[src/rtl/scan_ctrl_pkg.sv]
// scan_ctrl_pkg: shared state encoding, defaults and counter sizing for the scan-chain controller
package scan_ctrl_pkg;
   typedef enum logic [2:0] {IDLE, LOAD, CAPTURE, UNLOAD, FIN} state_e;
   localparam int DEF_CHAIN_LEN      = 8;
   localparam int DEF_CAPTURE_CYCLES = 1;
   function automatic int cnt_width(input int n, input int c);
      return $clog2((n > c ? n : c) + 1);
   endfunction
endpackage

[src/rtl/scan_shreg.sv]
// scan_shreg: parallel-load shift register; shifts toward the MSB with serial input entering bit 0
module scan_shreg #(
   parameter int W = 8
) (
   input  logic         clk,
   input  logic         rst,
   input  logic         load_i,
   input  logic         shift_i,
   input  logic [W-1:0] par_i,
   input  logic         ser_i,
   output logic [W-1:0] q_o,
   output logic         so_o
);
   logic [W-1:0] q_q, q_d;
   always_comb q_d = load_i ? par_i : shift_i ? {q_q[W-2:0], ser_i} : q_q;
   always_ff @(posedge clk) begin
      if (rst) q_q <= '0;
      else     q_q <= q_d;
   end
   assign q_o  = q_q;
   assign so_o = q_q[W-1];
endmodule

[src/rtl/scan_chain_ctrl.sv]
// scan_chain_ctrl: loads a challenge through the scan path, runs a functional capture,
// then unloads the chain tail into a parallel response word
module scan_chain_ctrl
   import scan_ctrl_pkg::*;
#(
   parameter int CHAIN_LEN      = DEF_CHAIN_LEN,
   parameter int CAPTURE_CYCLES = DEF_CAPTURE_CYCLES
) (
   input  logic                 CP,
   input  logic                 RST,
   input  logic                 START,
   input  logic [CHAIN_LEN-1:0] CHAL,
   output logic                 BUSY,
   output logic                 DONE,
   output logic [CHAIN_LEN-1:0] RESP,
   output logic                 TE,
   output logic                 TI,
   output logic                 MASK,
   input  logic                 SO
);
   localparam int N  = CHAIN_LEN;
   localparam int CW = cnt_width(CHAIN_LEN, CAPTURE_CYCLES);
   localparam logic [CW-1:0] N_LAST = CW'(CHAIN_LEN - 1);
   localparam logic [CW-1:0] C_LAST = CW'(CAPTURE_CYCLES - 1);

   state_e        state_q, state_d;
   logic [CW-1:0] cnt_q, cnt_d, last;
   logic          at_last, accept;
   logic          te_q, te_d, mask_q, mask_d, busy_q, busy_d, done_q, done_d;
   logic [N-1:0]  resp_q, resp_d, chal_q, rsr_q;
   logic          chal_so, rsr_so, unused;

   always_comb begin
      last    = state_q == CAPTURE ? C_LAST : (state_q == LOAD || state_q == UNLOAD) ? N_LAST : '0;
      at_last = cnt_q == last;
      accept  = state_q == IDLE && START;
      state_d = state_q;
      case (state_q)
         IDLE:    state_d = START   ? LOAD    : IDLE;
         LOAD:    state_d = at_last ? CAPTURE : LOAD;
         CAPTURE: state_d = at_last ? UNLOAD  : CAPTURE;
         UNLOAD:  state_d = at_last ? FIN     : UNLOAD;
         default: state_d = IDLE;
      endcase
      // counter restarts on every state change and holds at the terminal count
      cnt_d  = state_d != state_q ? '0 : at_last ? cnt_q : cnt_q + CW'(1);
      te_d   = state_d == LOAD || state_d == UNLOAD;
      mask_d = state_d inside {LOAD, CAPTURE, UNLOAD};
      busy_d = state_d != IDLE;
      done_d = state_d == FIN;
      resp_d = state_q == UNLOAD && at_last ? {rsr_q[N-2:0], SO} : resp_q;
   end

   always_ff @(posedge CP) begin
      if (RST) begin
         state_q <= IDLE;
         cnt_q   <= '0;
         te_q    <= 1'b0;
         mask_q  <= 1'b0;
         busy_q  <= 1'b0;
         done_q  <= 1'b0;
         resp_q  <= '0;
      end else begin
         state_q <= state_d;
         cnt_q   <= cnt_d;
         te_q    <= te_d;
         mask_q  <= mask_d;
         busy_q  <= busy_d;
         done_q  <= done_d;
         resp_q  <= resp_d;
      end
   end

   // zeros shift in behind the challenge, so its MSB flop is a clean TI: zero outside LOAD
   scan_shreg #(.W(N)) u_chal (
      .clk    (CP),
      .rst    (RST),
      .load_i (accept),
      .shift_i(state_q == LOAD),
      .par_i  (CHAL),
      .ser_i  (1'b0),
      .q_o    (chal_q),
      .so_o   (chal_so)
   );

   scan_shreg #(.W(N)) u_resp (
      .clk    (CP),
      .rst    (RST),
      .load_i (1'b0),
      .shift_i(state_q == UNLOAD),
      .par_i  ('0),
      .ser_i  (SO),
      .q_o    (rsr_q),
      .so_o   (rsr_so)
   );

   assign unused = ^{chal_q, rsr_so, rsr_q[N-1]};
   assign TE     = te_q;
   assign TI     = chal_so;
   assign MASK   = mask_q;
   assign BUSY   = busy_q;
   assign DONE   = done_q;
   assign RESP   = resp_q;
endmodule

[config.mk]
export PLATFORM = sky130hd
export DESIGN_NAME = scan_chain_ctrl
export DESIGN_NICKNAME = d
export VERILOG_FILES = /design/src/rtl/scan_ctrl_pkg.sv /design/src/rtl/scan_shreg.sv /design/src/rtl/scan_chain_ctrl.sv
export SDC_FILE = /design/constraint.sdc
export NUM_CORES = 1
export LEC_CHECK = 0
export ABC_AREA = 0
export CORE_MARGIN = 2
export CORE_UTILIZATION = 35
export CTS_BUF_LIST = sky130_fd_sc_hd__clkbuf_16
export DETAILED_ROUTE_END_ITERATION = 7
export GPL_ROUTABILITY_DRIVEN = 0
export PLACE_DENSITY_LB_ADDON = 0.1
export SLEW_MARGIN = 40
export SYNTH_ARGS = -nofsm -noshare
export SYNTH_HDL_FRONTEND = slang
export SYNTH_HIERARCHICAL = 1
export SYNTH_SLANG_ARGS = --single-unit
export TNS_END_PERCENT = 50
[constraint.sdc]
create_clock -name CP -period 3.15 [get_ports CP]
set_input_delay 0.4725 -clock CP [delete_from_list [all_inputs] [get_ports CP]]
set_output_delay 0.4725 -clock CP [all_outputs]
set_load 0.005 [all_outputs]
==> key figures, run 1 <==
Status
  • Status: finished clean

CTS
  • Clk pin slew, worst setup/hold paths: about 50 ps
  • Clk_lat worst skew: 270 ps
  • Post-CTS Resized: 0
  • Total number of H-tree levels: 2
  • # hold bufs at CTS: 0
  • Num CTS Buffers: 5
  • Post-CTS Setup Bufs: 0
  • Maximum clock insertion buffer count: 2
  • CTS tree: done
  • Clock sinks: 34
  • Root buf cell: clkbuf_16

Timing
  • Unrepaired setup endpoints after global routing: false
  • Fin Hold WS: 475.4 ps
  • Final setup viols: 0
  • Slew Limit Fails: 0
  • Final Skew: ~2.7 ps
  • Worst slew pin tran: about 760 ps
  • Clock period minus final worst setup slack: 2117 ps
  • Highest clock rate: between 0.4 and 0.5 GHz
  • Final period utilization: 67.19%
  • Fin Setup TNS: 0 ps
  • Final Hold Viols: 0
  • Worst slew margin: roughly 50%

Global routing
  • Global Route Usage Sum: 13.01%
  • Initial antenna violation count: 0
  • Global-route wire length before repair: approximately 5.2 mm
  • Grt total ovfl: 0
  • Vias in the first global route: roughly 1100
  • Largest net degree at the start of global routing: 32

Floorplan
  • Starting Density: 35.93%
  • Die Ht: just over 70 µm
  • Core area: approximately 4300 µm²
  • I/O pin count: 25
  • Floorplan row count: 24
  • Die area: ~5000 µm²
  • Die Wd: around 70 µm

Drt
  • Vias: around 1200
  • Initial drt markers: 55
  • Vias/cell: 4.765
  • Antenna violation net count after detailed routing: 0
  • Initial DRT Pass Iterations: 4
  • DR WL/cell: between 10 and 15 µm
  • WL final: about 3.0 mm
  • DRC Markers: 0

Layout
  • Nets@finish: approximately 200
  • Util after Layout: between 40% and 50%
  • Commonest cells after routing, fill and taps aside: dfxtp_1, mux2i_1, clkdlybuf4s50_1
  • P&R area growth vs syn: 29.52%
  • Final Cell Area: 1998 µm²
  • Finished Layout Cells: between 200 and 250
  • Layout cells sized above 1: under 10%
  • Antenna Cells: 0
  • Fill cell count: between 400 and 500
  • Commonest non-fill, non-tap cell in the layout: dfxtp_1

Critical path
  • Critical path launch point: START
  • CP required: 3320 ps
  • Crit path kind: input port to flop
  • Critical R2R Launch: state_q[1]
  • Startpoint types: input port
  • CP endpoint kind: flop
  • Critical Path AT: between 2000 and 2500 ps
  • Worst-path maximum fanout: 9

Power
  • Leakage: roughly 0.75 nW
  • Max VDD drop: around 340 µV
  • PwrDens: between 500 and 600 nW/µm²

Hold path
  • Hold Path Class: flop to flop
  • HP Start: RESP[5]

Place
  • Post-DP Area: 1858 µm²
  • Placed cell count: 235
  • Port Buffer Count: 24
  • Detailed placement HPWL: between 2 and 2.5 mm

Synth
  • Post-Syn Instances: ~150
  • Netlist Area Pre-Place: around 1500 µm²
  • Synth Area per Inst: around 10 µm²
  • Yosys warns: 6

Run
  • Max cap viols: 0
==> flip-flops by register name (all words and copies together) (netlist names) <==
register,flops
DONE,1
cnt_q,4
u_chal/q_o,8
state_q,3
TE,1
MASK,1
u_resp/q_o,7
BUSY,1
RESP,8
==> cell type report <==
type	instances	area (µm²)	area share [%]
inverter	5	18.77	0.9393
sequential	34	680.7	34.06
clock inverter	3	12.51	0.6262
timing repair buffer	25	247.7	12.40
multi-input combinational	119	848.3	42.45
clock buffer	5	125.1	6.262
tap	52	65.06	3.256
==> through the flow <==
step	total power, mW	setup slack [ps]
global route	1.057	885.3
CTS	1.021	1037
global placement	0.5643	872.8
detailed placement	0.5674	767.4
floorplan	0.5322	1570
finish	1.011	1033
==> layer usage <==
layer	share of wire (%)	vias up	track usage, %
li1	-	590	-
met1	46	536	15.48
met2	48	27	21.91
met3	5.0	5	3.319
met4	1.8	0	5.769
met5	0	-	0
==> worst max-delay path, cell delays in order <==
cell             delay, ps
clkdlybuf4s50_1        490
or3b_2                 480
nor2_1                 380
inv_2                  160
a211oi_1               290
==> power breakdown <==
part           internal, mW  total, mW  switching (mW)
clock network         0.285      0.451           0.166
registers             0.452      0.465          0.0133
logic                0.0512     0.0951          0.0440
==> worst paths after layout <==
kind / slack (ps) / endpoint / depth (start not counted)
worst min-delay path: 480 / RESP[5] / 2
worst max register to register: 1310 / u_chal/q_o[1] / 4
worst min register to register: 480 / RESP[5] / 2
worst max-delay path: 1030 / u_chal/q_o[1] / 5
No activity file was read; power rests on OpenSTA's default activity.
==> inputs of run 2 (changes only) <==
==> constraint.sdc (replaced) <==
create_clock -name CP -period 1.8 [get_ports CP]
set_input_delay 0.27 -clock CP [delete_from_list [all_inputs] [get_ports CP]]
set_output_delay 0.27 -clock CP [all_outputs]
set_load 0.005 [all_outputs]
==> key figures, run 2 (synthesized netlist as in run 1, its figures left out) <==
Status
  • Status: finished clean

Drt
  • Initial drt markers: 66
  • Vias: 1178
  • Antenna violation net count after detailed routing: 0
  • Initial DRT Pass Iterations: 4
  • Vias/cell: roughly 4.7
  • DR WL/cell: 11.93 µm
  • WL final: slightly below 3 mm
  • DRC Markers: 0

Floorplan
  • Die Ht: 70.39 µm
  • Core area: ~4300 µm²
  • Floorplan row count: 24
  • Die area: 4955 µm²
  • I/O pin count: 25
  • Die Wd: around 70 µm
  • Starting Density: between 30% and 40%

Global routing
  • Initial antenna violation count: 0
  • Largest net degree at the start of global routing: 20
  • Global-route wire length before repair: 5.181 mm
  • Vias in the first global route: between 1000 and 1500
  • Global Route Usage Sum: a little over an eighth
  • Grt total ovfl: 0

CTS
  • Clock sinks: 34
  • Clk pin slew, worst setup/hold paths: 50 ps
  • Clk_lat worst skew: roughly 270 ps
  • CTS tree: done
  • Post-CTS Resized: 0
  • # hold bufs at CTS: 0
  • Num CTS Buffers: 5
  • Maximum clock insertion buffer count: 2
  • Post-CTS Setup Bufs: 0
  • Total number of H-tree levels: 2
  • Root buf cell: clkbuf_16

Layout
  • Layout cells sized above 1: under 10%
  • Multi-input combinational cell area: 848.3 µm²
  • Util after Layout: a little under half
  • Nets@finish: 210
  • Commonest cells after routing, fill and taps aside: dfxtp_1, mux2i_1, clkdlybuf4s50_1
  • Finished Layout Cells: 249
  • Commonest non-fill, non-tap cell in the layout: dfxtp_1
  • P&R area growth vs syn: 32.60%
  • Antenna Cells: 0
  • Register area: 680.7 µm²
  • Fill cell count: 403

Place
  • Pre-CTS setup slack: -69.49 ps
  • Placed cell count: between 200 and 250
  • Detailed placement HPWL: 2.120 mm
  • Port Buffer Count: 24

Power
  • Clock power share: ~44%
  • Leakage: slightly below 0.8 nW
  • Sw frac: between 20% and 30%
  • Combinational Power Share: 10.1%
  • Power Internal: 1.382 mW
  • Flop pwr share: 46.0%
  • Switch Pwr: 0.3835 mW
  • Max VDD drop: 343.4 µV
  • Total power: around 1.8 mW
  • PwrDens: between 800 and 900 nW/µm²

Timing
  • Fin Hold WS: 469.6 ps
  • Highest clock rate: 0.6112 GHz
  • Final period utilization: between 90% and 100%
  • Slew Limit Fails: 0
  • Final setup viols: 0
  • Clock period minus final worst setup slack: about 1600 ps
  • Worst slew margin: a little under two thirds
  • Worst slew pin tran: around 540 ps
  • Setup WS post-layout: 163.8 ps
  • Unrepaired setup endpoints after global routing: false
  • Final Skew: between 2 and 3 ps
  • Final Hold Viols: 0

Run
  • Max cap viols: 0

Hold path
  • Worst Hold Depth: 2
  • Hold Path Class: flop to flop

Critical path
  • CP endpoint kind: flop
  • Startpoint types: input port
  • Crit-path slowest cell: clkdlybuf4s50_1
  • CP required: between 1500 and 2000 ps
  • Reg2reg setup slack: 180 ps
  • R2r worst-path depth: 6
  • Delay-heaviest family, CP: buffers and inverters
  • Levels on crit path: 6
  • Critical Path AT: around 1800 ps
  • Worst path max stage delay: 480 ps
  • Crit path buffers/inverters: 3
  • Worst-path maximum fanout: 9
  • Crit path kind: input port to flop
  • CP cell instances: clkdlybuf4s50_1, or3b_2, nor2_1, buf_4, inv_2, a211oi_1
[run 2: cell count changes in the layout (fill, tap and decap cells not counted), sizes merged]
cell / previous run / this run
inv: 6 / 7
clkinv: 2 / 0
buf: 1 / 8
[run 2: cell type report]
| cell class | count | share of cell area, % |
|---|---|---|
| clock inverters | 2 | 0.3670 |
| well taps | 52 | 3.180 |
| repair buffers | 32 | 14.68 |
| flip-flops and latches | 34 | 33.27 |
| inverters | 5 | 0.9174 |
| clock buffers | 5 | 6.116 |
| multi-input cells | 119 | 41.47 |
[run 2: worst paths after layout]
path / start / endpoint
setup / recovery: START / u_chal/q_o[1]
hold / removal: RESP[5] / RESP[5]
setup reg to reg: state_q[0] / u_chal/q_o[1]
hold reg to reg: RESP[5] / RESP[5]
[run 2: stage by stage]
step / setup TNS, ps / area [µm²]
2_1_floorplan: 0 / 1599
3_3_place_gp: -85.35 / 1911
3_5_place_dp: -383.1 / 1911
4_1_cts: 0 / 2043
5_1_grt: 0 / 2046
6_report: 0 / 2046
[run 2: metal layers]
layer | wire length, µm | track usage [%] | share of wire, %
met1 | 1382 | 15.59 | 47
met2 | 1418 | 21.17 | 48
met3 | 117 | 3.608 | 3.9
met4 | 53 | 7.051 | 1.8
met5 | 0 | 0 | 0
[run 2: worst reg2reg max path, cell delays in order (launching register included)]
cell	delay, ps
dfxtp_1	310
buf_4	140
or3b_2	480
nor2_1	100
buf_4	150
inv_2	80
a211oi_1	260
[run 2: power groups by stage]
stage | Sequential, mW | Combinational [mW] | Clock [mW]
final | 0.812 | 0.178 | 0.776
after global routing | 0.816 | 0.195 | 0.831
after CTS | 0.811 | 0.177 | 0.799
after detailed placement | 0.827 | 0.175 | 0
after global placement | 0.826 | 0.172 | 0
after floorplan | 0.824 | 0.108 | 0
==> edit 1, RTL diff (settings of run 1) <==
Register the inputs `START`, `CHAL` and `SO` before use, without a reset. The logic sees them one clock later.
--- a/src/rtl/scan_chain_ctrl.sv
+++ b/src/rtl/scan_chain_ctrl.sv
@@ -24,4 +24,14 @@
    localparam logic [CW-1:0] C_LAST = CW'(CAPTURE_CYCLES - 1);
 
+   logic START_q;
+   logic [CHAIN_LEN-1:0] CHAL_q;
+   logic SO_q;
+
+   always_ff @(posedge CP) begin
+      START_q <= START;
+      CHAL_q  <= CHAL;
+      SO_q    <= SO;
+   end
+
    state_e        state_q, state_d;
    logic [CW-1:0] cnt_q, cnt_d, last;
@@ -34,8 +44,8 @@
       last    = state_q == CAPTURE ? C_LAST : (state_q == LOAD || state_q == UNLOAD) ? N_LAST : '0;
       at_last = cnt_q == last;
-      accept  = state_q == IDLE && START;
+      accept  = state_q == IDLE && START_q;
       state_d = state_q;
       case (state_q)
-         IDLE:    state_d = START   ? LOAD    : IDLE;
+         IDLE:    state_d = START_q ? LOAD    : IDLE;
          LOAD:    state_d = at_last ? CAPTURE : LOAD;
          CAPTURE: state_d = at_last ? UNLOAD  : CAPTURE;
@@ -49,5 +59,5 @@
       busy_d = state_d != IDLE;
       done_d = state_d == FIN;
-      resp_d = state_q == UNLOAD && at_last ? {rsr_q[N-2:0], SO} : resp_q;
+      resp_d = state_q == UNLOAD && at_last ? {rsr_q[N-2:0], SO_q} : resp_q;
    end
 
@@ -78,5 +88,5 @@
       .load_i (accept),
       .shift_i(state_q == LOAD),
-      .par_i  (CHAL),
+      .par_i  (CHAL_q),
       .ser_i  (1'b0),
       .q_o    (chal_q),
@@ -90,5 +100,5 @@
       .shift_i(state_q == UNLOAD),
       .par_i  ('0),
-      .ser_i  (SO),
+      .ser_i  (SO_q),
       .q_o    (rsr_q),
       .so_o   (rsr_so)
Function: changed (a bounded check fails within 4 cycles, from zero or initial values and one cycle with RST high).
==> edit 1 against run 1 <==
Area after synthesis grew 9.2%; die area up 8.7%; critical path type is now register to register; final area increased by 9.6%; routed wire length grew 9.3%; sequential cell count rose by 10; final cell count up 2.1%; power up 25%; worst setup slack improved by 0.17 ns; fmax grew 8.6%; first-iteration DRC count down 25%; largest power group unchanged.
==> edit 1: results (changes against run 1) <==
mean number of vias per cell=4.83 (+1.4%); synth warn=6 (unchanged); number of global-route vias before repair=1178 (+3.7%); RR Startpoint=state_q[0]; largest voltage drop on the vdd net=0.318 mV (-7.4%); Worst R2R Setup Slack=1.20 ns (-0.11 ns); detailed-placement wirelength estimate=2280 um (+7.7%); layout net count=206 (+1.5%); met2 wire length=1530 um (+9.0%); destination of the worst register-to-register timing path=u_chal/q_o[2]; cell family contributing the most delay on the critical path=simple AND/OR/NAND/NOR gates; clock buffer depth=2 (unchanged); Crit Path Max Fanout=8 (-1); Inserted Clock Buffers=5 (unchanged); fraction of layout instances using a drive strength above 1=10.8% (+4.0 points); amount of wire on met3 after detailed routing=189 um (+28%); clock insertion delay at the later pin of the skew report=0.28 ns; Post-CTS Resized=0 (unchanged); depth of the worst register-to-register path=4 (unchanged); highest layer used for signal routing=met4; port buffer count=24 (unchanged); Post-CTS Setup Inserts=0 (unchanged); antenna fix cells=0 (unchanged); kind of critical path=register to register; maximum number of pins on one net before global-route repair=17 (-47%); largest clock skew in the final design=0.00648 ns (+0.00377 ns); M1 WL=1490 um (+11%); arrival time worst endpoint=2.14 ns (-0.14 ns); outcome=complete, no violations; wire length of the first global-routing pass=5530 um (+7.2%); DR iter-0 viols=41 (-25%); Global Route Usage Sum=13.5% (+0.54 points); fillcell total=445 (+9.6%); number of antenna violations at the first check in global routing=0 (unchanged); type of the most critical hold path=register to register; master cell of the clock root buffer=clkbuf_16; count of H-tree levels built during CTS=2 (unchanged); maximum cell stage delay along the critical path=0.68 ns (+0.19 ns); Slowest cell on crit path=nor2_1; drt wl/cell=13.0 um (+7.1%); max-slew headroom at the worst pin=44.4% (-4.7 points); clock-pin slew on the worst setup and hold paths=0.06 ns; router iterations before antenna repair=4 (unchanged); leak pwr=0.859 nW (+15%); hold_sp=u_resp/q_o[6]
==> edit 1: changes by cell type in the layout (fill, tap and decap cells not counted), moves of 4 or more <==
cell | run 1 | this run
dfxtp_1 | 34 | 44
a22o_1 | 0 | 8
a21oi_1 | 2 | 8
inv_1 | 4 | 0
nand2b_1 | 18 | 0
mux2i_1 | 24 | 16
nor2_1 | 2 | 9
==> edit 1: layout make-up <==
class	count	area, um^2	share of cell area (%)
flip-flops and latches	44	881	40.2
multi-input cells	113	808	36.9
repair buffers	26	255	11.7
clock buffers	5	125	5.71
well taps	54	67.6	3.08
clock inverters	3	42.5	1.94
inverters	3	11.3	0.514
==> edit 1: worst min path at each step <==
stage	end	slack [ns]	cells past startpoint
detailed placement	RESP[7]	0.46	1
global route	RESP[7]	0.51	1
CTS	RESP[7]	0.48	1
finish	RESP[7]	0.48	1
floorplan	RESP[7]	0.44	1
global placement	RESP[7]	0.46	1
==> edit 1: where the power goes <==
| group | total, mW | switching (mW) | internal, mW | leakage [nW] |
|---|---|---|---|---|
| logic | 0.0918 | 0.0434 | 0.0484 | 0.415 |
| registers | 0.600 | 0.0164 | 0.584 | 0.363 |
| clock network | 0.574 | 0.202 | 0.372 | 0.0814 |
==> edit 1: worst register-to-register path, cell delays in order (launching register included) <==
cell and delay (ns):
dfxtp_1 0.50, nand2b_2 0.23, nor2_1 0.68, mux2i_1 0.18
a211oi_1 0.28
==> edit 1: stage by stage <==
step	utilization, %	cells	setup WS [ns]	instance area (um^2)
finish	46.7	248	1.20	2190
global route	46.7	248	1.05	2190
CTS	46.7	248	1.22	2190
detailed placement	43.1	240	1.24	2020
global placement	43.1	240	1.36	2020
floorplan	-	165	1.56	1740
==> edit 1: metal layers <==
layer	vias to the layer above	global-route usage, %
li1	614	-
met1	559	16.9
met2	23	20.8
met3	2	6.31
met4	0	4.24
met5	-	0
==> edit 2, RTL diff (flow settings as in run 1) <==
Made on the original files. Change the package constant `DEF_CHAIN_LEN` from 8 to 16.
--- a/src/rtl/scan_ctrl_pkg.sv
+++ b/src/rtl/scan_ctrl_pkg.sv
@@ -2,5 +2,5 @@
 package scan_ctrl_pkg;
    typedef enum logic [2:0] {IDLE, LOAD, CAPTURE, UNLOAD, FIN} state_e;
-   localparam int DEF_CHAIN_LEN      = 8;
+   localparam int DEF_CHAIN_LEN      = 16;
    localparam int DEF_CAPTURE_CYCLES = 1;
    function automatic int cnt_width(input int n, input int c);
Ports: changed (resized CHAL and RESP); port bits go from 25 to 41. The function was not compared with the original's and may differ.
==> edit 2 against run 1 <==
Routed wire length rose by 75%; utilization rose by 0.16 points; worst setup slack improved by 0.31 ns; worst hold slack got worse by 0.0018 ns; global-route usage barely moved; clock power rose by 80%; synthesized cell count rose by 54%; sequential cell count rose by 25; power rose by 130%; area after synthesis rose by 70%; final area rose by 70%; via count rose by 61%; final cell count rose by 64%; count of clock-buffer cells in the layout rose by 4; critical endpoint is now RESP[5]; largest power group unchanged.
==> edit 2: results (changes against run 1) <==
average size of a mapped cell=11.3 um^2 (+10%); count of H-tree levels built during CTS=3 (+1); clock buffer depth=2 (unchanged); synth warn=6 (unchanged); arrival time worst endpoint=2.01 ns (-0.27 ns); count of placed standard cells including taps=385 (+64%); outcome=complete, no violations; Post-CTS Setup Inserts=0 (unchanged); final worst hold slack=0.474 ns (-0.00180 ns); RR Startpoint=state_q[0]; non-filler cells in the finished layout=399 (+64%); wire length of the first global-routing pass=8670 um (+68%); largest voltage drop on the vdd net=0.307 mV (-11%); switching share of power=29.2% (+7.1 points); cell family contributing the most delay on the critical path=buffers and inverters; fraction of layout instances using a drive strength above 1=20.0% (+13 points); destination of the worst register-to-register timing path=RESP[5]; master cell of the clock root buffer=clkbuf_16; type of the most critical hold path=register to register; detailed-placement wirelength estimate=3360 um (+59%); maximum number of pins on one net before global-route repair=21 (-34%); leak pwr=1.26 nW (+69%); antenna fix cells=0 (unchanged); number of global-route vias before repair=1832 (+61%); Global Route Usage Sum=13.0% (+0.031 points); largest clock skew in the final design=0.00376 ns (+0.00104 ns); drt wl/cell=13.0 um (+6.6%); Inserted Clock Buffers=9 (+4); maximum cell stage delay along the critical path=0.45 ns (-0.04 ns); fillcell total=752 (+85%); port buffer count=40 (+67%); layout net count=318 (+57%); clock insertion delay at the later pin of the skew report=0.31 ns (+0.04 ns); number of antenna violations at the first check in global routing=0 (unchanged); depth of the worst register-to-register path=6 (+2); Worst R2R Setup Slack=1.34 ns (+0.03 ns); Worst Hold Depth=1 (-1); hold_sp=RESP[0]; Crit Path Max Fanout=16 (+7); DR iter-0 viols=57 (+3.6%); max-slew headroom at the worst pin=54.8% (+5.7 points); router iterations before antenna repair=4 (unchanged); Post-CTS Resized=0 (unchanged); WHS Endpoint=RESP[0]; Slowest cell on crit path=dfxtp_1; maxcap violations=0 (unchanged); clock-pin slew on the worst setup and hold paths=0.05 ns (about the same); total via count in the routed design=1860 (+61%)
==> edit 2: cell types whose count changed in the layout (fill, tap and decap cells not counted), sizes merged, moves of 4 or more <==
cell / change
dfxtp: +25
nand2b: -17
a211oi: +16
a22o: +16
nor2b: +16
clkdlybuf4s50: +15
mux2i: +8
conb: +7
buf: +6
nor2: +5
clkbuf: +4
==> edit 2: cell type report <==
class	instances	share of cell area [%]
multi-input cells	177	40.7
flip-flops and latches	59	34.9
inverters	4	0.443
well taps	99	3.66
clock inverters	5	0.702
repair buffers	46	13.0
clock buffers	9	6.65
==> edit 2: worst max-delay path by stage <==
| stage | startpoint | end | slack [ns] |
|---|---|---|---|
| floorplan | state_q[2] | RESP[10] | 1.58 |
| global placement | START | u_chal/q_o[2] | 1.10 |
| detailed placement | START | u_chal/q_o[1] | 1.09 |
| CTS | state_q[0] | RESP[4] | 1.35 |
| global route | state_q[0] | TE | 1.22 |
| finish | state_q[0] | RESP[5] | 1.34 |
==> edit 2: power by group through the flow <==
stage	Sequential [mW]	Combinational [mW]	Clock, mW
after floorplan	0.927	0.519	0
after global placement	0.942	0.610	0
after detailed placement	0.943	0.613	0
after CTS	0.929	0.618	0.839
after global routing	0.942	0.677	0.876
final	0.929	0.614	0.814
==> edit 2: per-stage QoR <==
step	instance area (um^2)	setup WS, ns
4_1_cts	3390	1.35
5_1_grt	3390	1.22
3_5_place_dp	3140	1.09
2_1_floorplan	2710	1.58
6_report	3390	1.34
3_3_place_gp	3140	1.10
==> edit 2: layer usage <==
metal  global-route usage, %  vias up  part of all wire, %
li1                        -      960                    -
met1                    16.4      869                   47
met2                    20.8       27                   48
met3                    3.17        4                  3.8
met4                    6.54        0                 0.89
met5                       0        -                    0
